**src/rtl/memory_access_controller.sv**
```systemverilog
// memory_access_controller: single-outstanding load/store initiator for the
// ROM/RAM memory system. Accepts one request, drives Address/Write_Enable/
// Write_Data for one ACCESS cycle, waits the region read latency, then holds
// the response until the requester consumes it.
// Optional feature macro: ALIGN_CHECK_EN (misaligned word access -> error).
module memory_access_controller #(
    parameter int                    DATA_WIDTH  = 32,
    parameter int                    ADDR_WIDTH  = 32,
    parameter logic [ADDR_WIDTH-1:0] RAM_BASE    = 32'h1001_0000,
    parameter int                    ROM_LATENCY = 0,
    parameter int                    RAM_LATENCY = 1
) (
    input  logic                  clk,
    input  logic                  reset,
    input  logic                  req_valid_i,
    output logic                  req_ready_o,
    input  logic                  req_we_i,
    input  logic [ADDR_WIDTH-1:0] req_addr_i,
    input  logic [DATA_WIDTH-1:0] req_wdata_i,
    output logic                  rsp_valid_o,
    input  logic                  rsp_ready_i,
    output logic [DATA_WIDTH-1:0] rsp_rdata_o,
    output logic                  rsp_err_o,
    output logic [ADDR_WIDTH-1:0] Address_o,
    output logic                  Write_Enable_o,
    output logic [DATA_WIDTH-1:0] Write_Data_o,
    input  logic [DATA_WIDTH-1:0] Instruction_i
);

    typedef enum logic [1:0] {IDLE, ACCESS, WAIT, RESP} state_t;

    state_t                state, state_n;
    logic                  we_q;
    logic [ADDR_WIDTH-1:0] addr_q;
    logic [DATA_WIDTH-1:0] wdata_q;
    logic [DATA_WIDTH-1:0] rdata_q;
    logic                  err_q;
    logic [3:0]            cnt;

    logic                  is_ram;
    logic [3:0]            lat;
    logic                  misalign;
    logic                  acc_err;
    logic                  accept;

    assign is_ram = (addr_q >= RAM_BASE);
    assign lat    = is_ram ? 4'(RAM_LATENCY) : 4'(ROM_LATENCY);

`ifdef ALIGN_CHECK_EN
    assign misalign = (addr_q[1:0] != 2'b00);
`else
    assign misalign = 1'b0;
`endif

    // Stores into ROM and misaligned accesses complete with an error, no write.
    assign acc_err = (we_q & ~is_ram) | misalign;

    assign req_ready_o    = (state == IDLE) & ~reset;
    assign accept         = req_valid_i & req_ready_o;
    assign rsp_valid_o    = (state == RESP);
    assign rsp_rdata_o    = rdata_q;
    assign rsp_err_o      = err_q;
    // Address/data come straight from the request registers so they hold in IDLE.
    assign Address_o      = addr_q;
    assign Write_Data_o   = wdata_q;
    assign Write_Enable_o = (state == ACCESS) & we_q & ~acc_err;

    // State register.
    always_ff @(posedge clk) begin
        if (reset) state <= IDLE;
        else       state <= state_n;
    end

    // Next-state logic.
    always_comb begin
        state_n = state;
        case (state)
            IDLE:    if (accept) state_n = ACCESS;
            ACCESS:  if (we_q || acc_err || lat == 4'd0) state_n = RESP;
                     else                                state_n = WAIT;
            WAIT:    if (cnt <= 4'd1) state_n = RESP;
            RESP:    if (rsp_ready_i) state_n = IDLE;
            default: state_n = IDLE;
        endcase
    end

    // Request capture, latency counter and response data.
    always_ff @(posedge clk) begin
        if (reset) begin
            we_q    <= 1'b0;
            addr_q  <= '0;
            wdata_q <= '0;
            rdata_q <= '0;
            err_q   <= 1'b0;
            cnt     <= '0;
        end else begin
            case (state)
                IDLE: begin
                    if (accept) begin
                        we_q    <= req_we_i;
                        addr_q  <= req_addr_i;
                        wdata_q <= req_wdata_i;
                    end
                end
                ACCESS: begin
                    err_q <= acc_err;
                    if (we_q || acc_err)  rdata_q <= '0;
                    else if (lat == 4'd0) rdata_q <= Instruction_i;
                    else                  cnt     <= lat;
                end
                WAIT: begin
                    if (cnt <= 4'd1) begin
                        rdata_q <= Instruction_i;
                        cnt     <= '0;
                    end else begin
                        cnt <= cnt - 4'd1;
                    end
                end
                default: ;
            endcase
        end
    end

endmodule

```
**config.mk**
```make
export PLATFORM = sky130hd
export DESIGN_NAME = memory_access_controller
export DESIGN_NICKNAME = d
export VERILOG_FILES = /design/src/rtl/memory_access_controller.sv
export SDC_FILE = /design/constraint.sdc
export NUM_CORES = 1
export LEC_CHECK = 0
export ABC_CLOCK_PERIOD_IN_PS = 2400
export CAP_MARGIN = 10
export CELL_PAD_IN_SITES_DETAIL_PLACEMENT = 1
export CELL_PAD_IN_SITES_GLOBAL_PLACEMENT = 2
export CORE_ASPECT_RATIO = 0.6
export CORE_MARGIN = 2
export CORE_UTILIZATION = 22
export CTS_CLUSTER_DIAMETER = 150
export CTS_CLUSTER_SIZE = 25
export DETAILED_ROUTE_END_ITERATION = 10
export PLACE_DENSITY_LB_ADDON = 0.15
export RECOVER_POWER = 100
export SLEW_MARGIN = 40
export SYNTH_ARGS = -nofsm -noshare
export SYNTH_HDL_FRONTEND = slang
export SYNTH_SLANG_ARGS = --single-unit
```
**constraint.sdc**
```tcl
create_clock -name clk -period 2.4 [get_ports clk]
set_input_delay 0.48 -clock clk [delete_from_list [all_inputs] [get_ports clk]]
set_output_delay 0.48 -clock clk [all_outputs]
set_load 0.05 [all_outputs]
```
# ---- After elaboration in Yosys (flattened, before gate mapping)
# Cells that the tools add are included.
dict set report totals {
  regBits 104
  elab_cells 50
}
dict set report op_classes {
  addsub 1
  magnitude_cmp 2
  mux 14
  bitwise 8
  reduce_logical 9
  eq_ne 9
}
# op n
set op_table {}
lappend op_table {{two-way mux 32 bit} 3}
lappend op_table {{case mux 32 bit (2 select lines)} 1}
lappend op_table {{>= comparator 32 x 29 -> 1 bit, second input constant} 1}
lappend op_table {{two-way mux 4 bit} 3}
lappend op_table {{AND reduction 3 bit} 3}
lappend op_table {{!= test 2 bit, second input constant} 4}
lappend op_table {{case mux 2 bit (4 select lines)} 1}
lappend op_table {{case mux 4 bit (2 select lines)} 1}
lappend op_table {{two-way mux 2 bit} 3}
lappend op_table {{AND 1 bit} 5}
lappend op_table {{== test 2 bit, second input constant} 2}
lappend op_table {{less-or-equal comparator 4 x 1 -> 1 bit, second input constant} 1}
lappend op_table {{logical NOT 4 bit} 1}
lappend op_table {{subtractor 4 x 1 -> 4 bit, second input constant} 1}
lappend op_table {{!= test 3 x 1 -> 1 bit, second input constant} 1}
lappend op_table {{NOT 1 bit} 3}
lappend op_table {{== test 2 x 1 -> 1 bit, second input constant} 1}
lappend op_table {{logical NOT 2 bit} 1}
lappend op_table {{logical OR 1 bit} 2}
lappend op_table {{two-way mux 1 bit} 2}
lappend op_table {{!= test 2 x 1 -> 1 bit, second input constant} 1}
lappend op_table {{AND reduction 2 bit} 1}
lappend op_table {{nonzero test 2 bit} 1}

# ---- Longest topological paths before layout
# Gate-level depths: netlist (run 1).
dict set report depth {
  depth_word 7
  depth_mapped 9
  ltp_nobuf 7
}

# ---- Least setup slack after synthesis (run 1)
# OpenSTA, ideal clock, no wires.
dict set report synth_path {
  path_type {register to output}
  from {reg addr_q[19], in the netlist Address_o[19]}
  to {out Write_Enable_o}
  n_path_buf 0
  setup_slack_ns -0.117
  t_required_ns 1.920
  stages_incl_launch_ff 5
  t_arrival_ns 2.037
  path_cell_list {dfxtp_1 > nor4_2 > a31oi_1 > and2b_2 > nor2_1}
}
dict set report synth_via {
  elab_chain_cells 5
}
# element line
set synth_lines {}
lappend synth_lines {{from (decl)} 34} ;# logic [ADDR_WIDTH-1:0] addr_q;
lappend synth_lines {{from (signal assigned)} 101} ;# addr_q <= req_addr_i;
lappend synth_lines {{>= comparator 32 x 29 -> 1 bit} 46} ;# assign is_ram = (addr_q >= RAM_BASE);
lappend synth_lines {{NOT 1 bit} 56} ;# assign acc_err = (we_q & ~is_ram) | misalign;
lappend synth_lines {{AND 1 bit} 56}
lappend synth_lines {{NOT 1 bit} 66} ;# assign Write_Enable_o = (state == ACCESS) & we_q & ~acc_err;
lappend synth_lines {{AND 1 bit} 66}
lappend synth_lines {{to (decl)} 25} ;# output logic Write_Enable_o,
# Every way passes these cells.

# ---- Worst setup path in the final report (run 1)
# Ends and elaborated chain as after synthesis.

==> out/qor.yml, run 1 <==
vias_in_the_first_global_route: 4332
wirelength_met1_um: 6660
dpl_worst_slack_ps: 285
insertedDiodeCount: 0
postSynthRegisterBits: 104
placed_inst_area_mm2: 0.00635
initial_core_util_pct: 22.7
worst_slew_pin_slew_ps: 793
cts_tree: "built"
layout.cells.most_common_list: "sky130_fd_sc_hd__nand2_1, sky130_fd_sc_hd__dfxtp_1, sky130_fd_sc_hd__clkdlybuf4s50_1, sky130_fd_sc_hd__dlygate4sd3_1, sky130_fd_sc_hd__nand3b_1"
hold-worst-slack_ps: 450
design.final.nets: 781
syn_area_mm2: 0.00415
overflow: 0
power.density_mw_per_mm2: 1120
cts.htree.levels: 3
port_buffers: 200
timing.setup.tns_ps: 0
worstSetupStartpointType: "flip-flop"
timing.max_cap.violations: 0
area_used_by_multi_input_combinational_logic_mm2: 0.00187
syn_inst: 491
synth-edff-count: 0
postSynthNetCount: 598
setup_skew_after_layout_ps: 10.1
yosysUniqueCellTypes: 39
fillers: 2112
clock_sink_count: 104
die_extent_in_x_um: 181
routed-wl-met2_um: 6250
postSynth.asyncResetShare_pct: 0
average_vias_per_placed_instance: 4.40
route.detailed.drc: 0
max_freq_ghz: 0.453
timing.critical_path.required_ps: 1920
worst_slew_margin_rel_pct: 46.7
total_power_mw: 7.46
ir_worst_vdd_v: 0.000397
finalCritPeriodShare_pct: 92.0
ctsRootBufferMaster: "sky130_fd_sc_hd__clkbuf_16"
number_of_buffers_between_clock_root_and_the_deepest_sink: 2
grt_setup_unrepaired: "false"
uppermost_metal_layer_occupied_by_signal_nets: "met4"
clock_latency_ps: 350
crit_arrival_ps: 1730
timing.critical_path.to_type: "output pin"
wl_per_cell_um: 15.7
hp-class: "flip-flop to flip-flop"
combined_flip_flop_and_latch_cell_area_mm2: 0.00208
postLayoutCoreUtil_pct: 36.4
synth_top_flop_cell: "sky130_fd_sc_hd__dfxtp_1"
hold_viol: 0
drt_pass1_iterations: 4
post-route-worst-setup-slack_ps: 193
fp.dieH_um: 110
post-dp-hpwl_um: 10200
post_synthesis_sequential_area_ratio_pct: 50.2
synth_area_per_cell_um2: 8.44
final_area_mm2: 0.00664
number_of_buffers_created_by_cts: 9
finalSetupViolations: 0
route.antenna.remaining_nets: 0
timing.final.crit_period_ps: 2210
clkSlewWorstSetupHoldPaths_ps: 70
grt_pass1_wl_um: 23100
reg2reg_slack_ps: 220
gp_congestion: 0.718
num_rows: 38
grtUsageTotal_pct: 14.7
dp_cells: 903
grt_max_degree: 106
total_leakage_power_nw: 2.86
io-pin-count: 201
wl_met3_um: 1390
final_layout_size_suffix_gt1_share_pct: 5.01
initial_antenna_violation_count: 1
totalWireLength_um: 14400
critPathKind: "flip-flop to output pin"
outcome: "complete, no violations"
via_count: 4040
yosysWarnings: 0
design.core.area_mm2: 0.0183
finalMaxSlewViolations: 0
area_growth_syn_to_layout_pct: 60.2
die_area_mm2: 0.0200
mostFrequentLayoutCell: "sky130_fd_sc_hd__nand2_1"
cp_max_fo: 3
drt-initial-drc-count: 185
number_of_standard_cells_in_the_layout_taps_in_and_fillers_out: 919
-- registers in the layout, indices dropped and copies added, names as in the netlist --
signal and cells:
Address_o 32, Write_Data_o 32, rsp_rdata_o 32, cnt 4
state 2, rsp_err_o 1, we_q 1
-- synth_stat cells, types with 2 or more instances --
| library cell | number | share of area, % |
|---|---|---|
| sky130_fd_sc_hd__nand3b_1 | 63 | 11 |
| sky130_fd_sc_hd__nand4_1 | 2 | 0.30 |
| sky130_fd_sc_hd__o31ai_1 | 4 | 0.72 |
| sky130_fd_sc_hd__buf_2 | 4 | 0.48 |
| sky130_fd_sc_hd__inv_1 | 7 | 0.63 |
| sky130_fd_sc_hd__nor4_1 | 2 | 0.30 |
| sky130_fd_sc_hd__nand2_1 | 162 | 15 |
| sky130_fd_sc_hd__nand3_1 | 33 | 4.0 |
| sky130_fd_sc_hd__clkbuf_1 | 19 | 1.7 |
| sky130_fd_sc_hd__buf_1 | 6 | 0.54 |
| sky130_fd_sc_hd__ha_1 | 6 | 1.8 |
| sky130_fd_sc_hd__dfxtp_1 | 104 | 50 |
| sky130_fd_sc_hd__nand2b_1 | 3 | 0.45 |
| sky130_fd_sc_hd__nor3_1 | 2 | 0.24 |
| sky130_fd_sc_hd__o31a_1 | 2 | 0.42 |
| sky130_fd_sc_hd__o21ai_0 | 4 | 0.48 |
| sky130_fd_sc_hd__buf_6 | 6 | 1.6 |
| sky130_fd_sc_hd__nor2_1 | 4 | 0.36 |
| sky130_fd_sc_hd__a21oi_1 | 37 | 4.5 |
| sky130_fd_sc_hd__nor4_2 | 2 | 0.60 |
-- report_power, final --
group | internal [mW] | switching [mW]
clock | 0.824 | 0.703
combinational | 1.11 | 2.46
sequential | 2.12 | 0.242
total | 4.06 | 3.40
-- what timing repair did --
item	4_1_cts	5_1_grt
setup buffers	0	0
setup endpoints to repair	0	1
gates resized for setup	0	2
hold buffers	0	0
-- worst max-delay path, stage by stage (launching register included) --
cell,delay (ps)
sky130_fd_sc_hd__dfxtp_1,340
sky130_fd_sc_hd__nor4_2,360
sky130_fd_sc_hd__a31oi_2,190
sky130_fd_sc_hd__and2b_2,280
sky130_fd_sc_hd__nor2_2,60
sky130_fd_sc_hd__buf_12,140
-- path summary, 6_finish.rpt --
| kind | start | end | cells past startpoint |
|---|---|---|---|
| hold reg to reg | rsp_rdata_o[10] | rsp_rdata_o[10] | 2 |
| setup / recovery | Address_o[19] | Write_Enable_o | 5 |
| hold / removal | rsp_rdata_o[10] | rsp_rdata_o[10] | 2 |
| setup reg to reg | cnt[0] | rsp_rdata_o[0] | 9 |
-- kinds of logic (layout without fill, tap and decap cells) --
logic type	count (synthesis)	after routing	synth area share (%)
flip-flops	104	104	50.2
buffers and inverters	42	230	5.01
adder cells (fa/ha/maj)	6	6	1.81
multiplexers	1	1	0.241
AND/OR/NAND/NOR	281	281	34.1
AO/OA/AOI/OAI	57	57	8.66
-- final cells by class --
cell class              instances  area share (%)
inverters                       7           0.396
multi-input cells             345            28.1
clock inverters                 6            1.09
flip-flops and latches        104            31.3
clock buffers                  10            3.45
well taps                     240            4.52
repair buffers                207            31.1
-- layer usage --
layer  track usage (%)  vias up
met5                 0        -
met4              2.96        0
met3              6.93       11
met2              23.1      117
met1              18.5     1904
li1                  -     2008
(Power assumes the default switching activity.)
==> run 2, diff against run 1 <==
--- a/config.mk
+++ b/config.mk
@@ -15,7 +15,9 @@
 export CTS_CLUSTER_DIAMETER = 150
 export CTS_CLUSTER_SIZE = 25
 export DETAILED_ROUTE_END_ITERATION = 10
-export PLACE_DENSITY_LB_ADDON = 0.15
+export GPL_ROUTABILITY_DRIVEN = 0
+export GPL_TIMING_DRIVEN = 0
+export PLACE_DENSITY_LB_ADDON = 0.1
 export RECOVER_POWER = 100
 export SLEW_MARGIN = 40
 export SYNTH_ARGS = -nofsm -noshare
==> out/qor.yml, run 2 (synthesized netlist as in run 1, its figures left out) <==
design.final.nets: 808  # +3.5%
number_of_buffers_created_by_cts: 9  # unchanged
grt_max_degree: 17  # -84%
post-cts-setup-buffer-count: 0  # unchanged
total_power_mw: 7.56  # +1.3%
share_seq_of_total_power_pct: 31.5  # -0.2 points
grtUsageTotal_pct: 15.1  # +0.42 points
num_rows: 38  # unchanged
number_of_buffers_between_clock_root_and_the_deepest_sink: 2  # unchanged
vias_in_the_first_global_route: 4423  # +2.1%
timing.critical_path.to_type: "output pin"
hold_viol: 0  # unchanged
wl_per_cell_um: 16.0  # +2.3%
timing.critical_path.required_ps: 1920  # about the same
worstSetupStartpointType: "input port"
total_leakage_power_nw: 2.91  # +1.6%
design.core.area_mm2: 0.0183  # unchanged
ctsRootBufferMaster: "sky130_fd_sc_hd__clkbuf_16"
worst_slew_pin_slew_ps: 876  # +82.4 ps
post_cts_hold_buffer_count: 0  # unchanged
grt_setup_unrepaired: "false"
mostFrequentLayoutCell: "sky130_fd_sc_hd__nand2_1"
via_count: 4161  # +3.0%
final_area_mm2: 0.00675  # +1.7%
dp_cells: 931  # +3.1%
fillers: 2144  # +1.5%
clock_latency_ps: 340  # about the same
cts_tree: "built"
die_extent_in_x_um: 181  # unchanged
die_area_mm2: 0.0200  # unchanged
power.density_mw_per_mm2: 1120  # -0.35%
totalWireLength_um: 15200  # +5.2%
area_growth_syn_to_layout_pct: 62.9
drt-initial-drc-count: 135  # -27%
layout.cells.most_common_list: "sky130_fd_sc_hd__nand2_1, sky130_fd_sc_hd__dfxtp_1, sky130_fd_sc_hd__clkdlybuf4s50_1, sky130_fd_sc_hd__dlygate4sd3_1, sky130_fd_sc_hd__nand3b_1"
max_freq_ghz: 0.435  # -4.0%
initial_antenna_violation_count: 0  # -1
io-pin-count: 201  # unchanged
drt_pass1_iterations: 4  # unchanged
internal_power_mw: 4.14  # +2.0%
p_switching_mw: 3.42  # +0.53%
gr-max-usage-layer: "met2"
fp.dieH_um: 110  # unchanged
groute.layer.met1.usage_pct: 19.7  # +1.2 points
share_of_total_power_consumed_by_net_switching_pct: 45.2  # -0.36 points
average_vias_per_placed_instance: 4.40  # +0.16%
grt_pass1_wl_um: 23800  # +2.8%
globalRouteMet2Util_pct: 24.0  # +0.90 points
comb_power_share_pct: 49.1  # +1.3 points
timing.final.crit_period_ps: 2300  # +91.4 ps
crit_arrival_ps: 1820  # +90 ps
placed_inst_area_mm2: 0.00645  # +1.6%
ir_worst_vdd_v: 0.000387  # -2.6%
finalSetupViolations: 0  # unchanged
critPathKind: "input port to output pin"
finalMaxSlewViolations: 0  # unchanged
groute.layer.met3.usage_pct: 5.81  # -1.1 points
cp_max_fo: 7  # +4
clock_power_share_pct: 19.4  # -1.1 points
final_layout_size_suffix_gt1_share_pct: 5.39  # +0.38 points
timing.max_cap.violations: 0  # unchanged
timing.setup.tns_ps: 0  # unchanged
clock_sink_count: 104  # unchanged
insertedDiodeCount: 0  # unchanged
setup_skew_after_layout_ps: 9.66  # -0.464 ps
hold-worst-slack_ps: 453  # +2.43 ps
worst_slew_margin_rel_pct: 41.1  # -5.5 points
cts.htree.levels: 3  # unchanged
overflow: 0  # unchanged
port_buffers: 200  # unchanged
route.detailed.drc: 0  # unchanged
route.antenna.remaining_nets: 0  # unchanged
post-dp-hpwl_um: 11800  # +15%
initial_core_util_pct: 22.7  # unchanged
outcome: "complete, no violations"
finalCritPeriodShare_pct: 95.8  # +3.8 points
clkSlewWorstSetupHoldPaths_ps: 70  # about the same
number_of_standard_cells_in_the_layout_taps_in_and_fillers_out: 945  # +2.8%
hp-class: "flip-flop to flip-flop"
[run 2: worst paths after layout]
path / startpoint / to / slack [ps] / cells after the start
max: reset / req_ready_o / 100 / 3
min: rsp_rdata_o[4] / rsp_rdata_o[4] / 450 / 2
max reg2reg: state[0] / rsp_rdata_o[17] / 250 / 7
min reg2reg: rsp_rdata_o[4] / rsp_rdata_o[4] / 450 / 2
[run 2: timing repair]
item,CTS,global route
pin swaps,0,0
cloned,0,0
gates resized for setup,11,3
hold endpoints to repair,0,0
setup endpoints to repair,2,60
[run 2: cell type report]
| type | instances | area, µm² | share of cell area (%) |
|---|---|---|---|
| buffer | 34 | 181 | 2.69 |
| clock buffer | 11 | 233 | 3.45 |
| clock inverter | 4 | 55.1 | 0.815 |
| inverter | 7 | 26.3 | 0.389 |
| multi-input combinational | 345 | 1880 | 27.8 |
| sequential | 104 | 2080 | 30.8 |
| tap | 240 | 300 | 4.45 |
| timing repair buffer | 200 | 2000 | 29.6 |
[run 2: worst max-delay path: stages]
cell,delay [ps]
sky130_fd_sc_hd__clkdlybuf4s50_1,590
sky130_fd_sc_hd__and2b_1,340
sky130_fd_sc_hd__clkdlybuf4s15_2,400
[run 2: stage by stage]
step	utilization (%)	setup WS, ps
after floorplan	-	104
after global placement	35.3	-328
after detailed placement	35.3	-331
after CTS	37.0	46.1
after global routing	37.0	19.6
final	37.0	102
[run 2: power by group through the flow]
stage | sequential, mW | clock (mW) | combinational, mW
floorplan | 3.65 | 0 | 1.25
global placement | 2.40 | 0 | 3.81
detailed placement | 2.43 | 0 | 3.87
CTS | 2.40 | 1.55 | 3.89
global route | 2.44 | 1.60 | 3.98
finish | 2.38 | 1.46 | 3.71
[run 2: per-layer routing]
| metal | share of wire, % | wire length [µm] |
|---|---|---|
| met3 | 7.5 | 1140 |
| met4 | 0.59 | 90 |
| met5 | 0 | 0 |
| met2 | 44 | 6740 |
| met1 | 47 | 7180 |
==> run 3, diff against run 2 <==
--- a/config.mk
+++ b/config.mk
@@ -13,7 +13,7 @@
 export CORE_MARGIN = 2
 export CORE_UTILIZATION = 22
 export CTS_CLUSTER_DIAMETER = 150
-export CTS_CLUSTER_SIZE = 25
+export CTS_CLUSTER_SIZE = 24
 export DETAILED_ROUTE_END_ITERATION = 10
 export GPL_ROUTABILITY_DRIVEN = 0
 export GPL_TIMING_DRIVEN = 0
==> results of run 3 <==
The final DEF is identical to that of run 2; final timing and power are the same.
